**src/rtl/fetch_stage_if.sv**
```systemverilog
// Signal bundle between the fetch stage, the instruction memory, the redirect
// source and decode.
//
// Handshake: decode takes the head entry on a rising edge exactly when
// if_valid && id_ready are both high in that cycle. if_valid does not wait
// for id_ready. A redirect in the same cycle forces if_valid low, so no
// transfer happens in a redirect cycle.
interface fetch_stage_if;
  logic [31:0] imem_addr;
  logic [31:0] imem_rdata;
  logic        redirect_valid;
  logic [31:0] redirect_pc;
  logic        id_ready;
  logic        if_valid;
  logic [31:0] if_pc;
  logic [31:0] if_inst;
  logic        misalign;
  logic [31:0] fetch_count;
  logic        state_dbg;  // 1 while the fetch FSM is in FAULT

  modport master (
    output imem_addr, if_valid, if_pc, if_inst, misalign, fetch_count, state_dbg,
    input  imem_rdata, redirect_valid, redirect_pc, id_ready
  );

  modport slave (
    input  imem_addr, if_valid, if_pc, if_inst, misalign, fetch_count, state_dbg,
    output imem_rdata, redirect_valid, redirect_pc, id_ready
  );
endinterface

```
**src/rtl/fetch_stage.sv**
```systemverilog
// Instruction fetch stage: a PC register feeding a 2-entry {pc, inst} FIFO
// toward decode. Misaligned redirects park the stage in FAULT.
module fetch_stage #(
  parameter logic [31:0] RESET_PC = 32'h0000_0000
) (
  input logic          clk,
  input logic          rst,
  fetch_stage_if.master bus
);

  typedef enum logic {
    FETCH = 1'b0,
    FAULT = 1'b1
  } state_t;

  state_t      state;
  state_t      state_next;
  logic [31:0] pc;
  logic [31:0] fifo_pc   [2];
  logic [31:0] fifo_inst [2];
  logic        rd_ptr;
  logic        wr_ptr;
  logic [1:0]  occ;
  logic        misalign_q;
  logic [31:0] fetch_count_q;
  logic        redirect_aligned;
  logic        push;
  logic        pop;

  always_comb begin
    state_next       = state;
    redirect_aligned = (bus.redirect_pc[1:0] == 2'b00);
    push             = 1'b0;
    pop              = 1'b0;
    if (bus.redirect_valid) begin
      state_next = redirect_aligned ? FETCH : FAULT;
    end else begin
      // Push decision uses start-of-cycle occupancy: a full FIFO never
      // refills in the same cycle it pops.
      push = (state == FETCH) && (occ != 2'd2);
      pop  = (occ != 2'd0) && bus.id_ready;
    end
  end

  assign bus.imem_addr   = pc;
  assign bus.if_valid    = (occ != 2'd0) && !bus.redirect_valid;
  assign bus.if_pc       = fifo_pc[rd_ptr];
  assign bus.if_inst     = fifo_inst[rd_ptr];
  assign bus.misalign    = misalign_q;
  assign bus.fetch_count = fetch_count_q;
  assign bus.state_dbg   = (state == FAULT);

  always_ff @(posedge clk) begin
    if (rst) begin
      state <= FETCH;
    end else begin
      state <= state_next;
    end
  end

  always_ff @(posedge clk) begin
    if (rst) begin
      pc            <= RESET_PC;
      occ           <= 2'd0;
      rd_ptr        <= 1'b0;
      wr_ptr        <= 1'b0;
      misalign_q    <= 1'b0;
      fetch_count_q <= 32'd0;
    end else if (bus.redirect_valid) begin
      occ        <= 2'd0;
      rd_ptr     <= 1'b0;
      wr_ptr     <= 1'b0;
      pc         <= {bus.redirect_pc[31:2], 2'b00};
      misalign_q <= !redirect_aligned;
    end else begin
      if (push) begin
        fifo_pc[wr_ptr]   <= pc;
        fifo_inst[wr_ptr] <= bus.imem_rdata;
        wr_ptr            <= ~wr_ptr;
        pc                <= pc + 32'd4;
      end
      if (pop) begin
        rd_ptr        <= ~rd_ptr;
        fetch_count_q <= fetch_count_q + 32'd1;
      end
      case ({push, pop})
        2'b10:   occ <= occ + 2'd1;
        2'b01:   occ <= occ - 2'd1;
        default: occ <= occ;
      endcase
    end
  end

endmodule

```
**src/flat_wrapper.sv**
```systemverilog
// flat-port wrapper written by rule: the top's interface ports become plain ports
module fetch_stage_flat 
#(
  parameter logic [31:0] RESET_PC = 32'h0000_0000
)
  (clk, rst, bus_imem_addr, bus_if_valid, bus_if_pc, bus_if_inst, bus_misalign, bus_fetch_count, bus_state_dbg, bus_imem_rdata, bus_redirect_valid, bus_redirect_pc, bus_id_ready);
  fetch_stage_if bus_i ();
  input logic clk;
  input logic rst;
  output wire logic [$bits(bus_i.imem_addr)-1:0] bus_imem_addr;
  output wire logic [$bits(bus_i.if_valid)-1:0] bus_if_valid;
  output wire logic [$bits(bus_i.if_pc)-1:0] bus_if_pc;
  output wire logic [$bits(bus_i.if_inst)-1:0] bus_if_inst;
  output wire logic [$bits(bus_i.misalign)-1:0] bus_misalign;
  output wire logic [$bits(bus_i.fetch_count)-1:0] bus_fetch_count;
  output wire logic [$bits(bus_i.state_dbg)-1:0] bus_state_dbg;
  input wire logic [$bits(bus_i.imem_rdata)-1:0] bus_imem_rdata;
  input wire logic [$bits(bus_i.redirect_valid)-1:0] bus_redirect_valid;
  input wire logic [$bits(bus_i.redirect_pc)-1:0] bus_redirect_pc;
  input wire logic [$bits(bus_i.id_ready)-1:0] bus_id_ready;
  assign bus_imem_addr = bus_i.imem_addr;
  assign bus_if_valid = bus_i.if_valid;
  assign bus_if_pc = bus_i.if_pc;
  assign bus_if_inst = bus_i.if_inst;
  assign bus_misalign = bus_i.misalign;
  assign bus_fetch_count = bus_i.fetch_count;
  assign bus_state_dbg = bus_i.state_dbg;
  assign bus_i.imem_rdata = bus_imem_rdata;
  assign bus_i.redirect_valid = bus_redirect_valid;
  assign bus_i.redirect_pc = bus_redirect_pc;
  assign bus_i.id_ready = bus_id_ready;
  fetch_stage #(.RESET_PC(RESET_PC)) u_core (.clk(clk), .rst(rst), .bus(bus_i));
endmodule
```
**config.mk**
```make
export PLATFORM = sky130hd
export DESIGN_NAME = fetch_stage_flat
export DESIGN_NICKNAME = d
export VERILOG_FILES = /design/src/rtl/fetch_stage_if.sv /design/src/rtl/fetch_stage.sv /design/src/flat_wrapper.sv
export SDC_FILE = /design/constraint.sdc
export NUM_CORES = 1
export LEC_CHECK = 0
export CAP_MARGIN = 20
export CORE_AREA = 2 2 131 133
export DETAILED_ROUTE_END_ITERATION = 10
export DIE_AREA = 0 0 133 135
export PLACE_DENSITY = 0.79
export SETUP_SLACK_MARGIN = 0.3
export SLEW_MARGIN = 20
export SYNTH_ARGS = -nofsm -noshare
export SYNTH_HDL_FRONTEND = slang
export SYNTH_SLANG_ARGS = --single-unit
```
**constraint.sdc**
```tcl
create_clock -name clk -period 9.8 [get_ports clk]
set_input_delay 1.47 -clock clk [delete_from_list [all_inputs] [get_ports clk]]
set_output_delay 1.47 -clock clk [all_outputs]
set_load 0.05 [all_outputs]
```
* Word level (Yosys, flattened, before mapping)
Memories as Yosys holds them, arrays and structs flattened. A register that Yosys moved wholly into a read port is not among the register bits. Cells that the tools add are included.
Word-level totals: output and inout bits 131, word-level logic and storage cells 46, memory bits (writable) 128, bits of input ports 68, bits in registers 70, memory bits (read-only) 0, memories kept 2, bits in latches 0
Operators by class: shift operators 0, reduce and logical (&&, ||, !) cells 11, order comparisons 0, bitwise operators 4, add/subtract/negate cells 4, multiply operators 0, divide/modulo/power cells 0, equality and inequality tests 3, multiplexer cells 14
Memories:
- u_core.fifo_inst | words 2, width 32, rd ports 1, clocked after Yosys merged registers in 1, wr ports 1, RTL line fetch_stage.sv:20 | logic [31:0] fifo_inst [2];
- u_core.fifo_pc | words 2, width 32, rd ports 1, clocked after Yosys merged registers in 1, wr ports 1, RTL line fetch_stage.sv:19 | logic [31:0] fifo_pc [2];
Operators with widths (number):
- $mux 32 | 2
- $add 32x1->32 const B | 1
- $add 32x3->32 const B | 1
- $mux 1 | 11
- $reduce_bool 2->1 | 3
- $not 1->1 | 4
- $pmux 2 s2 | 1
- $logic_and 1x1->1 | 3
- $add 2x1->2 const B | 1
- $eq 2x1->1 const B | 1
- $eq 2x2->1 const B | 1
- $logic_not 1->1 | 2
- $logic_not 2->1 | 1
- $ne 2x2->1 const B | 1
- $reduce_and 2->1 | 1
- $reduce_or 2->1 | 1
- $sub 2x1->2 const B | 1

* Depth between registers and ports, before layout
Gate-level depths: netlist of run 1.
depth in word-level cells 7, mapped depth 8

* Worst setup path after synthesis of run 1
OpenSTA, ideal clock, no wires.
kind in2reg, start input rst, end memory u_core.fifo_inst[1][0] (enable), arrival time 8.501 ns, buffers on the path 2, slack 0.642 ns, cell stages on the path 4, cell sequence clkbuf_1 -> or2_2 -> clkbuf_1 -> nor4b_1
On the way: longest elaborated chain between the ends 2
RTL lines:
- from (decl) | RTL line flat_wrapper.sv:9 | input logic rst;
- $mux 1 | RTL line fetch_stage.sv:62 | if (rst) begin
- $mux 1 (not written as such) | RTL line fetch_stage.sv:78 | fifo_inst[wr_ptr] <= bus.imem_rdata;
- to (decl) | RTL line fetch_stage.sv:20
Every way passes these cells.

* Worst setup path after layout of run 1
start input bus_redirect_valid, end output bus_if_valid
On the way: longest elaborated chain between the ends 2
RTL lines:
- from (decl) | RTL line flat_wrapper.sv:18 | input wire logic [$bits(bus_i.redirect_valid)-1:0] bus_redirect_valid;
- $logic_not 1->1 | RTL line fetch_stage.sv:46 | assign bus.if_valid = (occ != 2'd0) && !bus.redirect_valid;
- $logic_and 1x1->1 | RTL line fetch_stage.sv:46
- to (decl) | RTL line flat_wrapper.sv:11 | output wire logic [$bits(bus_i.if_valid)-1:0] bus_if_valid;
Every way passes these cells.

==> results of run 1 <==
==> area by class of cell <==
cell class,instances,area (µm²),area share [%]
multi-input combinational,378,2744,25.66
clock inverter,14,172.7,1.614
clock buffer,17,425.4,3.978
timing repair buffer,197,1962,18.34
sequential,192,5086,47.55
tap,220,275.3,2.574
inverter,8,30.03,0.2808
==> sequential cells by signal, indices dropped and copies added (netlist names), named ones only <==
name,flops
u_core.bus.state_dbg,1
u_core.bus.imem_addr,30
u_core.bus.fetch_count,32
u_core.occ,2
u_core.rd_ptr,1
u_core.fifo_pc,60
u_core.fifo_inst,64
u_core.wr_ptr,1
==> stage by stage <==
step,power (mW),utilization [%]
2_1_floorplan,1.056,-
3_3_place_gp,1.135,61.53
3_5_place_dp,1.141,61.53
4_1_cts,1.831,65.17
5_1_grt,1.873,65.19
6_report,1.816,65.19
==> routing by layer <==
layer  global-route usage (%)  vias to the layer above  share of wire [%]
li1                         -                     2619                  -
met1                    25.19                     2704                 41
met2                    35.87                      217                 50
met3                    6.156                       32                7.3
met4                    8.124                        2                2.3
met5                        0                        -              0.054
==> where the power goes <==
part / switching [mW] / total, mW / leakage (nW) / internal [mW]
combinational: 0.129 / 0.209 / 1.49 / 0.0801
sequential: 0.0241 / 0.914 / 1.70 / 0.890
clock: 0.309 / 0.694 / 0.282 / 0.385
==> path summary, 6_finish.rpt <==
| kind | endpoint | slack, ps | cells after the start |
|---|---|---|---|
| setup / recovery | bus_if_valid | 5110 | 3 |
| hold / removal | u_core.bus.fetch_count[31] | 500 | 2 |
| hold reg to reg | u_core.bus.fetch_count[31] | 500 | 2 |
| setup reg to reg | u_core.occ[1] | 7400 | 6 |
==> worst max-delay path: stages <==
cell	delay, ps
clkdlybuf4s50_1	600
o21ba_4	340
clkdlybuf4s50_1	810
==> cells in the final DEF (no fill, tap or decap), types with 3 or more instances in the layout <==
master and count:
nor2_1 62, and4_1 11, nor4b_1 3, inv_1 7, nor4_1 15, nand4_1 19, mux2_2 62, nand3_1 14
buf_4 4, ha_1 3, edfxtp_1 124, and2_1 3, o31ai_1 3, xor2_1 20, clkbuf_16 17, and3_1 8
or4_1 3, o21ai_0 6, clkinvlp_4 4, clkdlybuf4s50_1 193, nand2_1 29, nor3_1 11, a21oi_1 10, xnor2_1 36
conb_1 4, dfxtp_1 67, inv_8 5, a211oi_1 24, or3_1 5
==> cell families (layout without fill, tap and decap cells) <==
kind of cell    count (synthesis)  in the layout  share of synthesized area, %
compound gates                 49             49                         4.224
xor+xnor                       56             56                         6.132
fa+ha+maj                       3              3                        0.4693
buf+inv                        44            236                         2.425
flops                         192            192                         63.57
mux                            64             64                         8.979
other cells                     1              4                       0.04688
simple gates                  202            202                         14.16
==> impl_metrics.env, run 1 <==
export IMPL_hpwl_um=12620
export IMPL_max_slew_margin_pct=40.84
export IMPL_ys_seq_elements=192
export IMPL_finalHoldViolCount=0
export IMPL_synthArstFlopShare_pct=0
export IMPL_grt_pass1_wl_um=29360
export IMPL_grt_max_degree=65
export IMPL_syn_to_final_growth_pct=33.71
export IMPL_dieWidth_um=133
export IMPL_ir_drop_v=0.0001260
export IMPL_synth_area_leaders="edfxtp_1, dfxtp_1, mux2_2"
export IMPL_critPathKind="input pin to primary output"
export IMPL_fin_skew_ps=9.905
export IMPL_cts_buffers=17
export IMPL_grt_pass1_vias=5519
export IMPL_ys_seq_area_share_pct=63.57
export IMPL_clockBufferDepth=2
export IMPL_fin_crit_sh_pct=47.86
export IMPL_cts_root_buf="clkbuf_16"
export IMPL_die_area_mm2=0.01796
export IMPL_endpoint_kind="primary output"
export IMPL_finalSetupTns_ps=0
export IMPL_start_util_pct=48.75
export IMPL_hold_buffers=0
export IMPL_worstSetupStartpointType="input pin"
export IMPL_status="complete, no violations"
export IMPL_routedWlPerCell_um=18.19
export IMPL_maxSlewViolCount=0
export IMPL_ys_types=51
export IMPL_synth_cells=611
export IMPL_drv_cap=0
export IMPL_chipHeight_um=135
export IMPL_p_leak_nw=3.477
export IMPL_worst_pin_slew_ps=887.5
export IMPL_pre_cts_slack_ps=5124
export IMPL_port_buffer_count=194
export IMPL_core_mm2=0.01641
export IMPL_cts_tree="done"
export IMPL_cts_resized=0
export IMPL_arrival_ps=3220
export IMPL_drc=0
export IMPL_fin_area_mm2=0.01070
export IMPL_synth_edff_count=124
export IMPL_setup_violations=0
export IMPL_cts_clk_slew_worst_paths_ps=70
export IMPL_synth_top_cell_by_area="edfxtp_1"
export IMPL_cts_sinks=192
export IMPL_synth_top_area_share_pct=46.55
export IMPL_grt_use_total_pct=20.99
export IMPL_num_antenna_cells=0
export IMPL_postCtsSetupRepairBufs=0
export IMPL_drtIter0Drc=363
export IMPL_required_ps=8330
export IMPL_final_antenna_net_count=0
export IMPL_final_cells=1026
export IMPL_clock_latency_ps=420
export IMPL_fmax_mhz=213.2
export IMPL_io_pin_count=199
export IMPL_place_area_mm2=0.01009
export IMPL_drt_pass1_iter_count=5
export IMPL_synth_main_ff_cell="edfxtp_1"
export IMPL_period_minus_slack_ps=4690
export IMPL_min_path_type="flip-flop to flip-flop"
export IMPL_rows=47
export IMPL_hold_start="u_core.bus.fetch_count[31]"
export IMPL_layout_drive_gt1_share_pct=14.02
export IMPL_place_congestion=0.7941
export IMPL_vias_per_cell=5.433
export IMPL_h_tree_depth=4
export IMPL_whs_ps=503.4
export IMPL_power_density_mw_per_mm2=169.8
export IMPL_syn_area_per_cell_um2=13.09
export IMPL_wl_um=18660
export IMPL_setup_ws_ps=5110
export IMPL_synth_most_common_cell="edfxtp_1"
export IMPL_synth_common_cells="edfxtp_1, dfxtp_1, mux2_2, nor2_1, xnor2_1"
export IMPL_r2r_start="u_core.occ[1]"
export IMPL_grt_ovfl_total=0
export IMPL_startpoint="bus_redirect_valid"
export IMPL_dp_cells=995
export IMPL_yosys_warnings=0
export IMPL_fillers=1175
export IMPL_nets=865
export IMPL_syn_cell_area_mm2=0.007999
export IMPL_critPathMaxFanout=10
export IMPL_vias=5574
export IMPL_antenna_found_initial=2
export IMPL_rsz0062_at_grt="no"
(Power assumes the default switching activity.)
==> run 2, diff against run 1 <==
==> constraint.sdc (replaced) <==
create_clock -name clk -period 4.6 [get_ports clk]
set_input_delay 0.69 -clock clk [delete_from_list [all_inputs] [get_ports clk]]
set_output_delay 0.69 -clock clk [all_outputs]
set_load 0.05 [all_outputs]
==> run 2 against run 1 <==
  * Flip-flop and latch count is the same
  * Clock power grew 110%
  * Non-clock buffer count grew 3
  * Critical endpoint is now bus_if_pc[26]
  * Critical path depth is the same
  * Register-to-register slack lost 5300 ps
  * Worst setup slack lost 3700 ps
  * Utilization grew 0.069 points
  * Final cell count grew 0.39%
  * Clock skew shrank 0.76 ps
  * Sequential power grew 110%
  * Largest power group unchanged
  * Wire length grew 0.39%
==> impl_metrics.env, run 2 (synthesized netlist as in run 1, its figures left out) <==
export IMPL_clockBufferDepth=2
export IMPL_hold_buffers=0
export IMPL_power_density_mw_per_mm2=357.5
export IMPL_largest_reg_flops=64
export IMPL_critPathMaxFanout=32
export IMPL_dieWidth_um=133
export IMPL_finalSetupTns_ps=0
export IMPL_final_antenna_net_count=0
export IMPL_arrival_ps=2520
export IMPL_place_area_mm2=0.01013
export IMPL_vias_per_cell=5.396
export IMPL_cts_sinks=192
export IMPL_pwr_share_comb_pct=11.8
export IMPL_crit_path_cell_trace="buf_4 -> mux2_2 -> clkdlybuf4s50_1"
export IMPL_fin_area_mm2=0.01071
export IMPL_hpwl_um=13000
export IMPL_drv_cap=0
export IMPL_rr_worst_depth=6
export IMPL_cp_num_buf_inv=2
export IMPL_rsz0062_at_grt="no"
export IMPL_max_slew_margin_pct=42.22
export IMPL_drc=0
export IMPL_ir_drop_v=0.0002530
export IMPL_internal_power_mw=2.874
export IMPL_critPathKind="flip-flop to primary output"
export IMPL_cts_buffers=17
export IMPL_worstSetupStartpointType="flip-flop"
export IMPL_p_total_mw=3.827
export IMPL_layout_drive_gt1_share_pct=14.07
export IMPL_mostFrequentLayoutCells="clkdlybuf4s50_1, edfxtp_1, dfxtp_1"
export IMPL_endpoint_kind="primary output"
export IMPL_clock_latency_ps=430
export IMPL_worst_pin_slew_ps=866.8
export IMPL_start_util_pct=48.75
export IMPL_power_switching_mw=0.9533
export IMPL_cts_resized=0
export IMPL_cts_clk_slew_worst_paths_ps=70
export IMPL_min_to="u_core.bus.fetch_count[31]"
export IMPL_nets=868
export IMPL_routedWlPerCell_um=18.19
export IMPL_grt_ovfl_total=0
export IMPL_io_pin_count=199
export IMPL_required_ps=3910
export IMPL_cts_root_buf="clkbuf_16"
export IMPL_finalHoldViolCount=0
export IMPL_drtIter0Drc=348
export IMPL_min_path_type="flip-flop to flip-flop"
export IMPL_grt_pass1_wl_um=29360
export IMPL_whs_ps=506.7
export IMPL_maxSlewViolCount=0
export IMPL_p_clk_share_pct=37.4
export IMPL_syn_to_final_growth_pct=33.85
export IMPL_cts_tree="done"
export IMPL_grt_pass1_vias=5580
export IMPL_fmax_mhz=311.5
export IMPL_status="complete, no violations"
export IMPL_min_path_cells=2
export IMPL_seq_power_share_pct=50.9
export IMPL_die_area_mm2=0.01796
export IMPL_final_common_cell="clkdlybuf4s50_1"
export IMPL_r2r_slack_ps=2090
export IMPL_p_leak_nw=3.491
export IMPL_cpPeakStageDelay_ps=720
export IMPL_port_buffer_count=194
export IMPL_core_mm2=0.01641
export IMPL_vias=5558
export IMPL_num_antenna_cells=0
export IMPL_grt_max_degree=64
export IMPL_chipHeight_um=135
export IMPL_regMostFlops="u_core.fifo_inst"
export IMPL_swShare_pct=24.91
export IMPL_grt_use_total_pct=21.02
export IMPL_h_tree_depth=4
export IMPL_wl_um=18730
export IMPL_place_congestion=0.8206
export IMPL_r2r_start="u_core.occ[1]"
export IMPL_crit_path_top_delay_cell="clkdlybuf4s50_1"
export IMPL_reg2reg_to="u_core.occ[1]"
export IMPL_fin_skew_ps=9.150
export IMPL_period_minus_slack_ps=3210
export IMPL_antenna_found_initial=0
export IMPL_rows=47
export IMPL_setup_violations=0
export IMPL_hold_start="u_core.bus.fetch_count[31]"
export IMPL_cpLargestDelayFamily="buffers and inverters"
export IMPL_postCtsSetupRepairBufs=0
export IMPL_fin_crit_sh_pct=69.78
export IMPL_drt_pass1_iter_count=4
==> run 2: cell types whose count changed in the layout (fill, tap and decap cells not counted), moves of 2 or more <==
cell / change
clkinv_4: +2
clkbuf_1: +3
clkinvlp_4: -3
inv_8: -5
clkinv_2: +3
buf_4: +2
==> run 2: cell type report <==
| type | count | area (µm²) |
|---|---|---|
| tap | 220 | 275.3 |
| timing repair buffer | 200 | 1982 |
| clock buffer | 20 | 436.7 |
| multi-input combinational | 378 | 2761 |
| fill | 1151 | 5700 |
| sequential | 192 | 5086 |
| inverter | 8 | 30.03 |
| clock inverter | 12 | 135.1 |
==> run 2: worst max-delay path by stage <==
stage               slack [ps]  cells after the start                from                         end
finish                    1390                      3           flip-flop               bus_if_pc[26]
global route              1280                      3           flip-flop               bus_if_pc[26]
CTS                       1360                      3           flip-flop             bus_if_inst[24]
detailed placement        1460                      6  bus_redirect_valid  u_core.bus.fetch_count[31]
global placement          1520                      3  bus_redirect_valid                bus_if_valid
floorplan                  750                      4                 rst      u_core.fifo_inst[1][0]
==> run 2: per-stage QoR <==
step                      cells  worst slack (ps)  utilization (%)
final                      1030              1390            65.26
after detailed placement    998              1457            61.77
after CTS                  1030              1363            65.26
after global placement      998              1520            61.77
after floorplan             614             752.0                -
after global routing       1030              1279            65.26
==> run 2: worst min-delay path: cells and delay by family, from the launching register on <==
family / cells / cell delay, ps
AO/OA/AOI/OAI: 2 / 130
flip-flops: 1 / 330
==> run 2: power groups by stage <==
stage / Sequential [mW] / Clock [mW] / Combinational [mW]
floorplan: 2.04 / 0 / 0.212
global placement: 1.98 / 0 / 0.446
detailed placement: 1.99 / 0 / 0.451
CTS: 1.95 / 1.46 / 0.453
global route: 1.95 / 1.52 / 0.470
finish: 1.95 / 1.43 / 0.450
==> run 2: metal layers <==
metal	GRT usage, %	share of wire, %
met5	0	0
met4	7.049	2.0
met3	5.218	6.6
met2	36.24	49
met1	26.04	42
==> run 3, diff against run 2 <==
--- a/config.mk
+++ b/config.mk
@@ -6,10 +6,10 @@
 export NUM_CORES = 1
 export LEC_CHECK = 0
 export CAP_MARGIN = 20
-export CORE_AREA = 2 2 131 133
+export CORE_AREA = 2 2 137 139
 export DETAILED_ROUTE_END_ITERATION = 10
-export DIE_AREA = 0 0 133 135
-export PLACE_DENSITY = 0.79
+export DIE_AREA = 0 0 139 141
+export PLACE_DENSITY = 0.76
 export SETUP_SLACK_MARGIN = 0.3
 export SLEW_MARGIN = 20
 export SYNTH_ARGS = -nofsm -noshare
==> constraint.sdc (replaced) <==
create_clock -name clk -period 2.8 [get_ports clk]
set_input_delay 0.42 -clock clk [delete_from_list [all_inputs] [get_ports clk]]
set_output_delay 0.42 -clock clk [all_outputs]
set_load 0.05 [all_outputs]
==> run 3 against run 2 <==
  * Flip-flop and latch count did not move
  * Count of clock-buffer cells in the layout fell by 3
  * Critical path type unchanged
  * Die area grew 9.2%
  * Highest routed layer unchanged
  * Clock power increased by 64%
  * Combinational power is 64% higher
==> impl_metrics.env, run 3 (synthesized netlist as in run 1, its figures left out) <==
export IMPL_fmax_mhz=423.9
export IMPL_worst_pin_slew_ps=704.0
export IMPL_vias=5493
export IMPL_power_switching_mw=1.687
export IMPL_maxSlewViolCount=0
export IMPL_hpwl_um=12530
export IMPL_io_pin_count=199
export IMPL_place_congestion=0.7918
export IMPL_cts_clk_slew_worst_paths_ps=70
export IMPL_fin_skew_ps=13.35
export IMPL_port_buffer_count=194
export IMPL_vias_per_cell=5.207
export IMPL_syn_to_final_growth_pct=34.46
export IMPL_finalSetupTns_ps=0
export IMPL_clockBufferDepth=2
export IMPL_critPathMaxFanout=62
export IMPL_endpoint_kind="primary output"
export IMPL_critPathKind="flip-flop to primary output"
export IMPL_cts_sinks=192
export IMPL_min_path_type="input pin to flip-flop"
export IMPL_cts_buffers=17
export IMPL_ir_drop_v=0.0003765
export IMPL_drt_pass1_iter_count=4
export IMPL_antenna_found_initial=0
export IMPL_nets=879
export IMPL_seq_power_share_pct=50.7
export IMPL_status="complete, no violations"
export IMPL_dieWidth_um=139
export IMPL_p_total_mw=6.270
export IMPL_clock_latency_ps=420
export IMPL_rows=50
export IMPL_postCtsSetupRepairBufs=0
export IMPL_r2r_slack_ps=610
export IMPL_regArea_mm2=0.005086
export IMPL_required_ps=2380
export IMPL_hold_buffers=0
export IMPL_drv_cap=0
export IMPL_start_util_pct=43.79
export IMPL_multi_input_area_mm2=0.002764
export IMPL_layout_drive_gt1_share_pct=17.42
export IMPL_swShare_pct=26.91
export IMPL_final_cells=1055
export IMPL_finalHoldViolCount=0
export IMPL_worstSetupStartpointType="flip-flop"
export IMPL_cts_tree="done"
export IMPL_cts_resized=50
export IMPL_period_minus_slack_ps=2359
export IMPL_cts_root_buf="clkbuf_16"
export IMPL_setup_violations=0
export IMPL_rsz0062_at_grt="no"
export IMPL_fin_crit_sh_pct=84.25
export IMPL_pwr_share_comb_pct=11.8
export IMPL_core_mm2=0.01827
export IMPL_routedWlPerCell_um=17.55
export IMPL_final_antenna_net_count=0
export IMPL_grt_pass1_wl_um=29390
export IMPL_internal_power_mw=4.582
export IMPL_largest_reg_flops=64
export IMPL_dp_cells=1023
export IMPL_num_antenna_cells=0
export IMPL_grt_max_degree=64
export IMPL_drc=0
export IMPL_drtIter0Drc=283
export IMPL_grt_pass1_vias=5391
export IMPL_p_clk_share_pct=37.5
export IMPL_mostFrequentLayoutCells="clkdlybuf4s50_1, edfxtp_1, dfxtp_1"
export IMPL_chipHeight_um=141
export IMPL_max_slew_margin_pct=53.07
export IMPL_wl_um=18510
export IMPL_pre_cts_slack_ps=329.3
export IMPL_grt_ovfl_total=0
export IMPL_regMostFlops="u_core.fifo_inst"
export IMPL_grt_use_total_pct=18.96
export IMPL_h_tree_depth=4
export IMPL_p_leak_nw=3.652
export IMPL_setup_ws_ps=441.0
export IMPL_arrival_ps=1940
export IMPL_fillers=1467
export IMPL_final_common_cell="clkdlybuf4s50_1"
export IMPL_power_density_mw_per_mm2=582.9
export IMPL_die_area_mm2=0.01960
run 3: cell count changes in the layout (fill, tap and decap cells not counted), moves of 3 or more:
cell / previous run / this run
clkdlybuf4s50_1: 193 / 128
dlygate4sd2_1: 0 / 50
buf_4: 6 / 29
inv_8: 0 / 5
buf_12: 0 / 3
clkbuf_1: 3 / 0
run 3: stage by stage:
step | utilization [%] | cell area [µm²] | hold WS (ps)
after global placement | 56.04 | 10240 | 475.6
after detailed placement | 56.04 | 10240 | 486.7
after CTS | 58.88 | 10760 | 352.6
after floorplan | - | 8078 | 481.3
after global routing | 58.88 | 10760 | 366.4
final | 58.88 | 10760 | 370.2
run 3: per-layer routing:
metal,up-vias,part of all wire [%],GRT usage [%]
met1,2628,43,24.64
met4,0,1.7,6.114
met3,20,7.0,5.639
met2,180,49,30.72
li1,2665,-,-
met5,-,0,0
run 3: layout make-up:
cell class / count / area share [%]
Sequential cell: 192 / 47.29
Multi-Input combinational cell: 378 / 25.70
Timing Repair Buffer: 211 / 18.61
Clock buffer: 17 / 3.955
Tap cell: 234 / 2.722
Clock inverter: 15 / 1.443
Inverter: 8 / 0.2792
run 3: power groups by stage:
stage	Combinational, mW	Sequential, mW	Clock, mW
CTS	0.745	3.18	2.41
global placement	0.759	3.24	0
global route	0.777	3.19	2.53
floorplan	0.354	3.34	0
detailed placement	0.767	3.25	0
finish	0.740	3.18	2.35
run 3: critical path: stages (launching register included):
cell and delay, ps:
dfxtp_2 340, buf_12 290, mux2_2 400, dlygate4sd2_1 430
run 3: worst paths after layout:
check / startpoint / endpoint / cells after the start
worst max register to register: u_core.bus.imem_addr[2] / u_core.bus.imem_addr[28] / 6
worst min-delay path: rst / flip-flop / 3
worst max-delay path: flip-flop / bus_if_inst[29] / 3
worst min register to register: u_core.bus.fetch_count[31] / u_core.bus.fetch_count[31] / 2
